### src/rtl/fp_result_collector_pkg.sv
// Shared types for the fp reciprocal result path: result/flag beats and pipeline latency.
package fp_result_collector_pkg;

    typedef logic [31:0] fp_32b_t;

    // IEEE exception flags in fflags CSR order.
    typedef struct packed {
        logic nv;
        logic dz;
        logic of;
        logic uf;
        logic nx;
    } fp_flags_t;

    typedef struct packed {
        fp_32b_t   value;
        fp_flags_t flags;
    } fp_result_t;

    localparam int unsigned FP_RECIP_LATENCY = 4;
    localparam int unsigned FP_RESULT_W      = $bits(fp_result_t);

endpackage

### src/rtl/fp_sync_fifo.sv
// Single-clock FIFO with registered storage; head reads zero while empty.
module fp_sync_fifo #(
    parameter int unsigned WIDTH = 37,
    parameter int unsigned DEPTH = 16,
    parameter int unsigned CNT_W = $clog2(DEPTH) + 1
) (
    input  logic             clk_i,
    input  logic             rst_i,
    input  logic             push_i,
    input  logic             pop_i,
    input  logic [WIDTH-1:0] din_i,
    output logic [WIDTH-1:0] dout_o,
    output logic [CNT_W-1:0] count_o,
    output logic             full_o,
    output logic             empty_o
);

    localparam int unsigned AW = $clog2(DEPTH);

    logic [WIDTH-1:0] mem_q [DEPTH];
    logic [AW-1:0]    wr_ptr_q, wr_ptr_d;
    logic [AW-1:0]    rd_ptr_q, rd_ptr_d;
    logic [CNT_W-1:0] count_q, count_d;
    logic             do_push, do_pop;

    assign empty_o = (count_q == '0);
    assign full_o  = (count_q == CNT_W'(DEPTH));
    assign count_o = count_q;
    assign dout_o  = empty_o ? '0 : mem_q[rd_ptr_q];

    assign do_pop  = pop_i & ~empty_o;
    // A full FIFO still takes a write when the head leaves in the same cycle.
    assign do_push = push_i & (~full_o | do_pop);

    always_comb begin
        wr_ptr_d = wr_ptr_q;
        rd_ptr_d = rd_ptr_q;
        count_d  = count_q;
        if (do_push) begin
            wr_ptr_d = wr_ptr_q + 1'b1;
        end
        if (do_pop) begin
            rd_ptr_d = rd_ptr_q + 1'b1;
        end
        if (do_push && !do_pop) begin
            count_d = count_q + 1'b1;
        end else if (!do_push && do_pop) begin
            count_d = count_q - 1'b1;
        end
    end

    always_ff @(posedge clk_i or posedge rst_i) begin
        if (rst_i) begin
            wr_ptr_q <= '0;
            rd_ptr_q <= '0;
            count_q  <= '0;
            for (int i = 0; i < int'(DEPTH); i++) begin
                mem_q[i] <= '0;
            end
        end else begin
            wr_ptr_q <= wr_ptr_d;
            rd_ptr_q <= rd_ptr_d;
            count_q  <= count_d;
            if (do_push) begin
                mem_q[wr_ptr_q] <= din_i;
            end
        end
    end

endmodule

### src/rtl/fp_result_collector.sv
// Collects non-stallable fp reciprocal results into a FIFO, issues credits upstream and
// accumulates sticky IEEE flags plus protocol error bits.
module fp_result_collector
    import fp_result_collector_pkg::*;
#(
    parameter int unsigned DEPTH = 16,
    parameter int unsigned CNT_W = $clog2(DEPTH) + 1
) (
    input  logic             clk,
    input  logic             rst,
    input  logic             issue_fire,
    output logic             issue_ok,
    input  logic             res_valid,
    input  logic [31:0]      res_data,
    input  logic [4:0]       res_flags,
    output logic             out_valid,
    input  logic             out_ready,
    output logic [31:0]      out_data,
    output logic [4:0]       out_flags,
    output logic [4:0]       fflags,
    input  logic             fflags_clear,
    output logic [CNT_W-1:0] reserved,
    output logic [1:0]       err_sticky
);

    logic [CNT_W-1:0] reserved_q, reserved_d;
    logic [4:0]       fflags_q, fflags_d;
    logic [1:0]       err_q, err_d;

    fp_result_t       fifo_din, fifo_dout;
    logic [CNT_W-1:0] fifo_count;
    logic             fifo_full, fifo_empty;
    logic             pop, issue_acc, push_ok, push_drop;
    logic             fifo_count_unused;

    assign issue_ok  = (reserved_q < CNT_W'(DEPTH));
    assign out_valid = ~fifo_empty;
    assign pop       = out_valid & out_ready;
    assign issue_acc = issue_fire & issue_ok;
    assign push_ok   = res_valid & (~fifo_full | pop);
    assign push_drop = res_valid & fifo_full & ~pop;

    assign fifo_din.value = res_data;
    assign fifo_din.flags = res_flags;

    fp_sync_fifo #(
        .WIDTH (FP_RESULT_W),
        .DEPTH (DEPTH),
        .CNT_W (CNT_W)
    ) u_fifo (
        .clk_i   (clk),
        .rst_i   (rst),
        .push_i  (push_ok),
        .pop_i   (pop),
        .din_i   (fifo_din),
        .dout_o  (fifo_dout),
        .count_o (fifo_count),
        .full_o  (fifo_full),
        .empty_o (fifo_empty)
    );

    assign fifo_count_unused = ^fifo_count;

    always_comb begin
        reserved_d = reserved_q;
        if (issue_acc && !pop) begin
            reserved_d = reserved_q + 1'b1;
        end else if (!issue_acc && pop && reserved_q != '0) begin
            // Saturate: pops of beats never issued must not wrap the credit count.
            reserved_d = reserved_q - 1'b1;
        end

        fflags_d = fflags_q;
        if (push_ok) begin
            fflags_d = (fflags_clear ? 5'b0 : fflags_q) | res_flags;
        end else if (fflags_clear) begin
            fflags_d = 5'b0;
        end

        err_d = err_q | {push_drop, issue_fire & ~issue_ok};
    end

    always_ff @(posedge clk or posedge rst) begin
        if (rst) begin
            reserved_q <= '0;
            fflags_q   <= '0;
            err_q      <= '0;
        end else begin
            reserved_q <= reserved_d;
            fflags_q   <= fflags_d;
            err_q      <= err_d;
        end
    end

    assign out_data   = fifo_dout.value;
    assign out_flags  = fifo_dout.flags;
    assign fflags     = fflags_q;
    assign reserved   = reserved_q;
    assign err_sticky = err_q;

endmodule

### config.mk
export PLATFORM = sky130hd
export DESIGN_NAME = fp_result_collector
export DESIGN_NICKNAME = d
export VERILOG_FILES = /design/src/rtl/fp_result_collector_pkg.sv /design/src/rtl/fp_sync_fifo.sv /design/src/rtl/fp_result_collector.sv
export SDC_FILE = /design/constraint.sdc
export NUM_CORES = 1
export LEC_CHECK = 0
export CAP_MARGIN = 20
export CORE_ASPECT_RATIO = 0.5
export CORE_MARGIN = 4
export CORE_UTILIZATION = 25
export DETAILED_ROUTE_END_ITERATION = 10
export PLACE_DENSITY = 0.38
export SETUP_SLACK_MARGIN = 0.15
export SYNTH_ARGS = -nofsm -noshare
export SYNTH_HDL_FRONTEND = slang
export SYNTH_HIERARCHICAL = 1
export SYNTH_SLANG_ARGS = --single-unit
### constraint.sdc
create_clock -name clk -period 43.6 [get_ports clk]
set_input_delay 6.54 -clock clk [delete_from_list [all_inputs] [get_ports clk]]
set_output_delay 6.54 -clock clk [all_outputs]
set_load 0.02 [all_outputs]
==> impl_results.rst, run 1 <==
.. list-table::
   :header-rows: 1

   * - Metric
     - Value
   * - Area of the multi-input gates
     - about 12,000 um^2
   * - RSZ-0062 raised after global routing
     - no
   * - Synthesized area
     - roughly 29,000 um^2
   * - Top cell type's share of synthesized area
     - 0.541
   * - Drt first-iter violations
     - 650
   * - Share of async-settable or async-resettable flops after synthesis
     - 1.00
   * - Average cell area after synthesis
     - approximately 16 um^2
   * - Prevailing post-synth register cell
     - sky130_fd_sc_hd__dfrtp_1
   * - Post-placement setup slack
     - approximately 33 ns
   * - Final setup viols
     - 0
   * - Final cell count without fillers
     - between 3,000 and 4,000
   * - Most Frequent Cell on Critical Path
     - sky130_fd_sc_hd__buf_4
   * - Clock buffers created by TritonCTS
     - ~70
   * - Antenna violations before repair
     - 0
   * - Drt drc
     - 0
   * - FILL cells
     - roughly 11,000
   * - Final hold vios
     - 0
   * - Layout overhead on the synthesized area
     - 15.9%
   * - Critical path required time
     - about 37 ns
   * - Static leakage
     - approximately 13 nW
   * - Share of post-route cells with drive strength above 1
     - 0.497
   * - Detailed placement HPWL
     - 41.5 mm
   * - Horizontal die dimension
     - just under 500 um
   * - #FFs+latches synth
     - around 620
   * - Maximum Capacitance Violations
     - 0
   * - Sequential cell area fraction in the yosys report
     - 0.541
   * - Clock tree sinks
     - around 620
   * - Final period utilization
     - 0.262
   * - Clock root buffer master
     - sky130_fd_sc_hd__clkbuf_16
   * - Part of the total power dissipated in the clock network
     - 0.211
   * - Result of the run
     - finished clean
   * - Critical path capture point type
     - output port
   * - Instance count after placement with tap cells included
     - about 3,200
   * - Most common library cell in the layout ignoring fill and taps
     - sky130_fd_sc_hd__dfrtp_1
   * - Wire per inst
     - approximately 23 um
   * - Router iterations before antenna repair
     - 4
   * - Switching power
     - 0.871 mW
   * - Register-to-register path setup slack
     - a little under 40 ns
   * - Slowest stage cell on the critical path
     - sky130_fd_sc_hd__dfrtp_4
   * - Maximum clock path buffer count
     - 3
   * - Element type at the critical path start
     - flop
   * - Cell taking the most area after synthesis
     - sky130_fd_sc_hd__dfrtp_1
   * - Post-DR vias/cell
     - 4.54
   * - Cell family contributing the most delay on the critical path
     - buffers and inverters
   * - Combinational fraction of design power
     - 0.411
   * - Number of H-tree branching levels
     - 3
   * - Num rows
     - 87
   * - ANT nets after route
     - 0
   * - Overall die area
     - between 100,000 and 150,000 um^2
   * - Crit path DAT
     - ~4.9 ns
   * - Synthesized netlist net count
     - approximately 1,800
   * - Worst setup margin
     - roughly 32 ns
   * - Power Dens Cells
     - between 80 and 90 nW/um^2
   * - Largest stage delay on the critical path
     - 1.01 ns
   * - Final count of pins violating max slew
     - 0
   * - Maximum frequency from static timing analysis
     - 87.5 MHz
   * - Sw frac
     - 0.324
   * - Internal power consumption
     - 1.81 mW
   * - Yosys Warn Count
     - 6
   * - Global-route wire length before repair
     - between 100 and 150 mm
   * - Worst-Skew Late Latency
     - about 0.63 ns
   * - Relative contribution of sequential cells to total power
     - 0.378
   * - Worst voltage drop across the vdd grid
     - ~0.043 mV
   * - Final weighted congestion in routability-driven placement
     - between 0.6 and 0.7
   * - Post-CTS repair timing setup buffer count
     - 0
   * - Initial core utilization
     - 0.252
   * - TritonCTS clock tree
     - built
   * - Global route total overflow
     - 0
   * - Number of buffers inserted by hold repair at cts
     - 0
   * - Time the final worst path needs with I/O delays and setup
     - 11.43 ns
   * - Vias in the first global route
     - about 17,000
   * - Final nets
     - roughly 1,900
   * - I/O Pins
     - between 90 and 100
   * - CP Class
     - flop to output port
   * - Hold Path Class
     - flop to flop
   * - Post-Route WL
     - around 77 mm
   * - Largest net degree at the start of global routing
     - 164
   * - Detailed-route via count
     - roughly 15,000
   * - EDFF count, synth
     - 0
   * - Area inside the core boundary
     - roughly 110,000 um^2
   * - Worst-path fanout max
     - 44
   * - Clock transition at the register clock pins on the worst setup and hold paths after CTS
     - 0.06 ns
   * - Antenna cells
     - 0
   * - Resized Gates After CTS
     - 0
   * - Final setup TNS
     - 0 ns
   * - Port bufs
     - just over 90
   * - Post-synthesis cell count
     - roughly 1,700
   * - Footprint of the flip-flops and latches
     - 15,500 um^2
   * - Vert. Die Dim
     - about 250 um
   * - Critical Path, Cell by Cell
     - buf_4 -> buf_4 -> mux4_2 -> mux2_2 -> a221o_1 -> clkdlybuf4s50_1
   * - Top post-synthesis cells by area
     - sky130_fd_sc_hd__dfrtp_1 (54%), sky130_fd_sc_hd__mux2_2 (22%), sky130_fd_sc_hd__mux4_2 (12%)
   * - Gr usage total
     - 0.131
   * - Max-slew headroom at the worst pin
     - 0.337
   * - Number of unique standard cell types used by synthesis
     - 42
   * - Most frequent cells in the layout
     - sky130_fd_sc_hd__dfrtp_1 (614), sky130_fd_sc_hd__mux2_2 (556), sky130_fd_sc_hd__mux4_2 (148), sky130_fd_sc_hd__clkdlybuf4s50_1 (93), sky130_fd_sc_hd__clkbuf_16 (69)
   * - Clock skew after layout
     - between 0.015 and 0.02 ns
   * - Worst-margin pin slew
     - a little under 1 ns
   * - Number of buffer and inverter instances along the worst setup path
     - 3
==> power groups by stage <==
stage	Combinational (mW)	Sequential, mW	Clock (mW)
6_report	1.10	1.02	0.565
5_1_grt	1.19	1.06	0.616
4_1_cts	1.14	1.02	0.593
3_5_place_dp	1.13	1.03	0
3_3_place_gp	1.12	1.03	0
2_1_floorplan	0.846	0.956	0
==> synthesized netlist by cell type (7+ instances only) <==
library cell                 n
sky130_fd_sc_hd__nor3_4     16
sky130_fd_sc_hd__ha_1       12
sky130_fd_sc_hd__mux4_2    148
sky130_fd_sc_hd__nand2_1    17
sky130_fd_sc_hd__o21ai_0     8
sky130_fd_sc_hd__dfrtp_1   617
sky130_fd_sc_hd__mux2_2    556
sky130_fd_sc_hd__buf_2      44
sky130_fd_sc_hd__nor2b_1    38
sky130_fd_sc_hd__inv_1      14
sky130_fd_sc_hd__clkbuf_1   58
sky130_fd_sc_hd__mux2_1     25
sky130_fd_sc_hd__a221o_1    38
sky130_fd_sc_hd__buf_1      11
sky130_fd_sc_hd__mux2_4     53
sky130_fd_sc_hd__buf_6      22
sky130_fd_sc_hd__nand2b_1    7
==> final cells by class <==
cell class	count	area share
clock buffer	104	0.0595
clock inverter	19	0.00451
inverter	14	0.00182
multi-input combinational	971	0.372
sequential	617	0.468
tap	1513	0.0573
timing repair buffer	132	0.0374
==> state kept, by name (all words and copies together) (netlist names) <==
signal           flops
fflags               5
u_fifo/count_o       5
u_fifo/mem_q       592
reserved             5
u_fifo/rd_ptr_q      4
err_sticky           2
u_fifo/wr_ptr_q      4
==> cell families after synthesis <==
kind of cell               synth area share
AOI/OAI and AO/OA                    0.0200
xor gates and xnor gates            0.00368
adders and majority gates           0.00667
buffers and inverters                0.0286
DFF                                   0.541
muxes                                 0.374
and+or+nand+nor                      0.0255
==> per-layer routing <==
metal  track usage  share of wire  vias up
met2         0.212           0.47      175
met4        0.0224          0.013        0
met3        0.0252          0.028       80
met5             0              0        -
met1         0.186           0.49     8391
li1              -              -     6654
==> path summary, 6_finish.rpt <==
kind / startpoint / to / cells past startpoint
setup / recovery: u_fifo/rd_ptr_q[1] / out_data[3] / 6
hold / removal: err_sticky[0] / err_sticky[0] / 1
setup reg to reg: u_fifo/count_o[2] / u_fifo/count_o[4] / 13
hold reg to reg: err_sticky[0] / err_sticky[0] / 1
max in group asynchronous: rst / u_fifo/mem_q[366] / 5
min in group asynchronous: rst / fflags[0] / 2
==> worst reg2reg max path, stage by stage (launching register included) <==
cell	delay [ns]
sky130_fd_sc_hd__dfrtp_1	0.40
sky130_fd_sc_hd__or3_4	0.45
sky130_fd_sc_hd__nor3_1	0.70
sky130_fd_sc_hd__nand2b_1	0.33
sky130_fd_sc_hd__inv_1	0.16
sky130_fd_sc_hd__nor3_4	0.19
sky130_fd_sc_hd__buf_4	0.43
sky130_fd_sc_hd__nor2b_1	0.20
sky130_fd_sc_hd__ha_1	0.29
sky130_fd_sc_hd__inv_1	0.20
sky130_fd_sc_hd__ha_1	0.31
sky130_fd_sc_hd__a21o_1	0.22
sky130_fd_sc_hd__a2111oi_0	0.42
sky130_fd_sc_hd__o31ai_1	0.13
==> through the flow <==
stage / util / cell area, um^2 / hold WS, ns / total power [mW]
detailed placement: 0.274 / 30900 / 0.452 / 2.16
global route: 0.293 / 33100 / 0.485 / 2.87
finish: 0.293 / 33100 / 0.463 / 2.68
global placement: 0.274 / 30900 / 0.444 / 2.15
CTS: 0.293 / 33100 / 0.470 / 2.75
floorplan: - / 28500 / 0.453 / 1.80
(Power assumes the default switching activity.)
==> inputs of run 2 (changes only) <==
Clock period 43.6 ns to 11.07 ns, I/O delays scaled along.
==> impl_results.rst, run 2 (same netlist as run 1, synthesis figures left out) <==
.. list-table::
   :header-rows: 1

   * - Metric
     - Value
   * - Vias in the first global route
     - around 17,000
   * - Share of post-route cells with drive strength above 1
     - 0.497
   * - Wire per inst
     - 23.5 um
   * - Drt first-iter violations
     - ~660
   * - Layout overhead on the synthesized area
     - 15.9%
   * - Worst reg-to-reg path cell count
     - 13
   * - Clock buffers created by TritonCTS
     - 68
   * - Static leakage
     - ~13 nW
   * - Area inside the core boundary
     - between 100,000 and 150,000 um^2
   * - Worst reg2reg endpoint
     - u_fifo/count_o[4]
   * - Worst hold start
     - err_sticky[0]
   * - Post-Route Hold Slack
     - 0.468 ns
   * - I/O Pins
     - 94
   * - Antenna cells
     - 0
   * - Launching element of the worst setup path
     - u_fifo/rd_ptr_q[1]
   * - Element type at the critical path start
     - flop
   * - Worst voltage drop across the vdd grid
     - between 0.1 and 0.15 mV
   * - Post-Route WL
     - 79.0 mm
   * - Worst-margin pin slew
     - 0.997 ns
   * - Global-route wire length before repair
     - ~120 mm
   * - Worst r2r src
     - u_fifo/count_o[2]
   * - Worst-path fanout max
     - 43
   * - FILL cells
     - 11,236
   * - Critical path capture point type
     - output port
   * - Most frequent cells in the layout
     - sky130_fd_sc_hd__dfrtp_1 (614), sky130_fd_sc_hd__mux2_2 (556), sky130_fd_sc_hd__mux4_2 (148), sky130_fd_sc_hd__clkdlybuf4s50_1 (93), sky130_fd_sc_hd__clkbuf_16 (73)
   * - Hold Path Class
     - flop to flop
   * - Time the final worst path needs with I/O delays and setup
     - 6.51 ns
   * - Horizontal die dimension
     - between 400 and 500 um
   * - Largest net degree at the start of global routing
     - between 150 and 200
   * - RSZ-0062 raised after global routing
     - no
   * - Vert. Die Dim
     - between 200 and 250 um
   * - Slowest stage cell on the critical path
     - sky130_fd_sc_hd__dfrtp_4
   * - Gr usage total
     - 0.134
   * - Worst-Skew Late Latency
     - approximately 0.63 ns
   * - Antenna violations before repair
     - 0
   * - Port bufs
     - 93
   * - Flip-flop count of the largest register, all copies and words added
     - slightly below 600
   * - Clock root buffer master
     - sky130_fd_sc_hd__clkbuf_16
   * - Final period utilization
     - 0.588
   * - Post-CTS repair timing setup buffer count
     - 0
   * - CP Class
     - flop to output port
   * - Num rows
     - 87
   * - Post-DR vias/cell
     - between 4 and 5
   * - Crit path DAT
     - roughly 4.9 ns
   * - TritonCTS clock tree
     - built
   * - Clock transition at the register clock pins on the worst setup and hold paths after CTS
     - around 0.06 ns
   * - Power Dens Cells
     - 322 nW/um^2
   * - Final weighted congestion in routability-driven placement
     - around 0.67
   * - Detailed placement HPWL
     - roughly 42 mm
   * - Maximum Capacitance Violations
     - 0
   * - Initial core utilization
     - 0.252
   * - Hold Path End
     - err_sticky[0]
   * - Critical path required time
     - approximately 9.4 ns
   * - Number of buffers inserted by hold repair at cts
     - 0
   * - Detailed-route via count
     - 15,276
   * - Overall power
     - around 11 mW
   * - Number of H-tree branching levels
     - 3
   * - Final hold vios
     - 0
   * - Clock tree sinks
     - around 600
   * - Router iterations before antenna repair
     - 4
   * - Clock skew after layout
     - between 0.02 and 0.025 ns
   * - Maximum frequency from static timing analysis
     - 154 MHz
   * - Most common library cell in the layout ignoring fill and taps
     - sky130_fd_sc_hd__dfrtp_1
   * - Final count of pins violating max slew
     - 0
   * - Maximum clock path buffer count
     - 3
   * - Largest stage delay on the critical path
     - 0.82 ns
   * - Final setup TNS
     - 0 ns
   * - Drt drc
     - 0
   * - Top register by number of flip-flops
     - u_fifo/mem_q
   * - Final nets
     - about 1,900
   * - Register-to-register path setup slack
     - about 6.3 ns
   * - Min-Delay Path Depth
     - 1
   * - Overall die area
     - between 100,000 and 150,000 um^2
   * - Final setup viols
     - 0
   * - Result of the run
     - finished clean
   * - Final Util
     - 0.293
   * - Most Frequent Cell on Critical Path
     - sky130_fd_sc_hd__buf_4
   * - ANT nets after route
     - 0
   * - Resized Gates After CTS
     - 0
   * - Critical Path, Cell by Cell
     - buf_4 -> buf_4 -> mux4_2 -> mux2_2 -> a221o_1 -> clkdlybuf4s50_1
   * - Max-slew headroom at the worst pin
     - 0.335
   * - Global route total overflow
     - 0
## run 2: cell count changes in the layout (fill, tap and decap cells not counted), sizes merged
cell / before / now
buf: 39 / 35
clkbuf: 104 / 101
clkinvlp: 1 / 3
inv: 21 / 13
## run 2: power breakdown
part           leakage [nW]  total (mW)  switching [mW]  internal (mW)
registers              7.59        4.01           0.663           3.34
logic                  4.81        4.38            1.84           2.55
clock network          1.05        2.24           0.949           1.29
## run 2: worst max-delay path by stage
stage,end,cells past startpoint
after floorplan,u_fifo/count_o[0],1
after global placement,out_data[27],6
after detailed placement,out_data[27],6
after CTS,out_data[27],6
after global routing,out_data[27],6
final,out_data[27],6
## run 2: metrics by stage
stage / std cells / setup slack, ns / area [um^2]
6_report: 3357 / 4.56 / 33100
5_1_grt: 3357 / 4.26 / 33100
4_1_cts: 3357 / 4.36 / 33100
3_5_place_dp: 3243 / 5.07 / 30900
3_3_place_gp: 3242 / 5.10 / 30900
2_1_floorplan: 1740 / 1.16 / 28500
## run 2: layer usage
metal  track usage  wire [um]  vias to the layer above
met1         0.191      39500                     8405
met5             0          0                        -
met4        0.0292       1520                        0
li1              -          -                     6630
met3        0.0238       1800                      101
met2         0.212      36200                      140
## run 2: worst max-delay path, delay by kind of cell (launching register included)
family	cells	cell delay (ns)
multiplexers	2	0.88
buffers and inverters	3	2.07
AO/OA/AOI/OAI	1	0.38
flip-flops	1	0.82
## run 2: layout make-up
cell class,instances,area (um^2),area share
inverters,14,56.3,0.00170
clock buffers,101,2040,0.0617
multi-input cells,971,12300,0.372
repair buffers,128,1240,0.0375
clock inverters,13,95.1,0.00288
well taps,1513,1890,0.0572
flip-flops and latches,617,15500,0.467
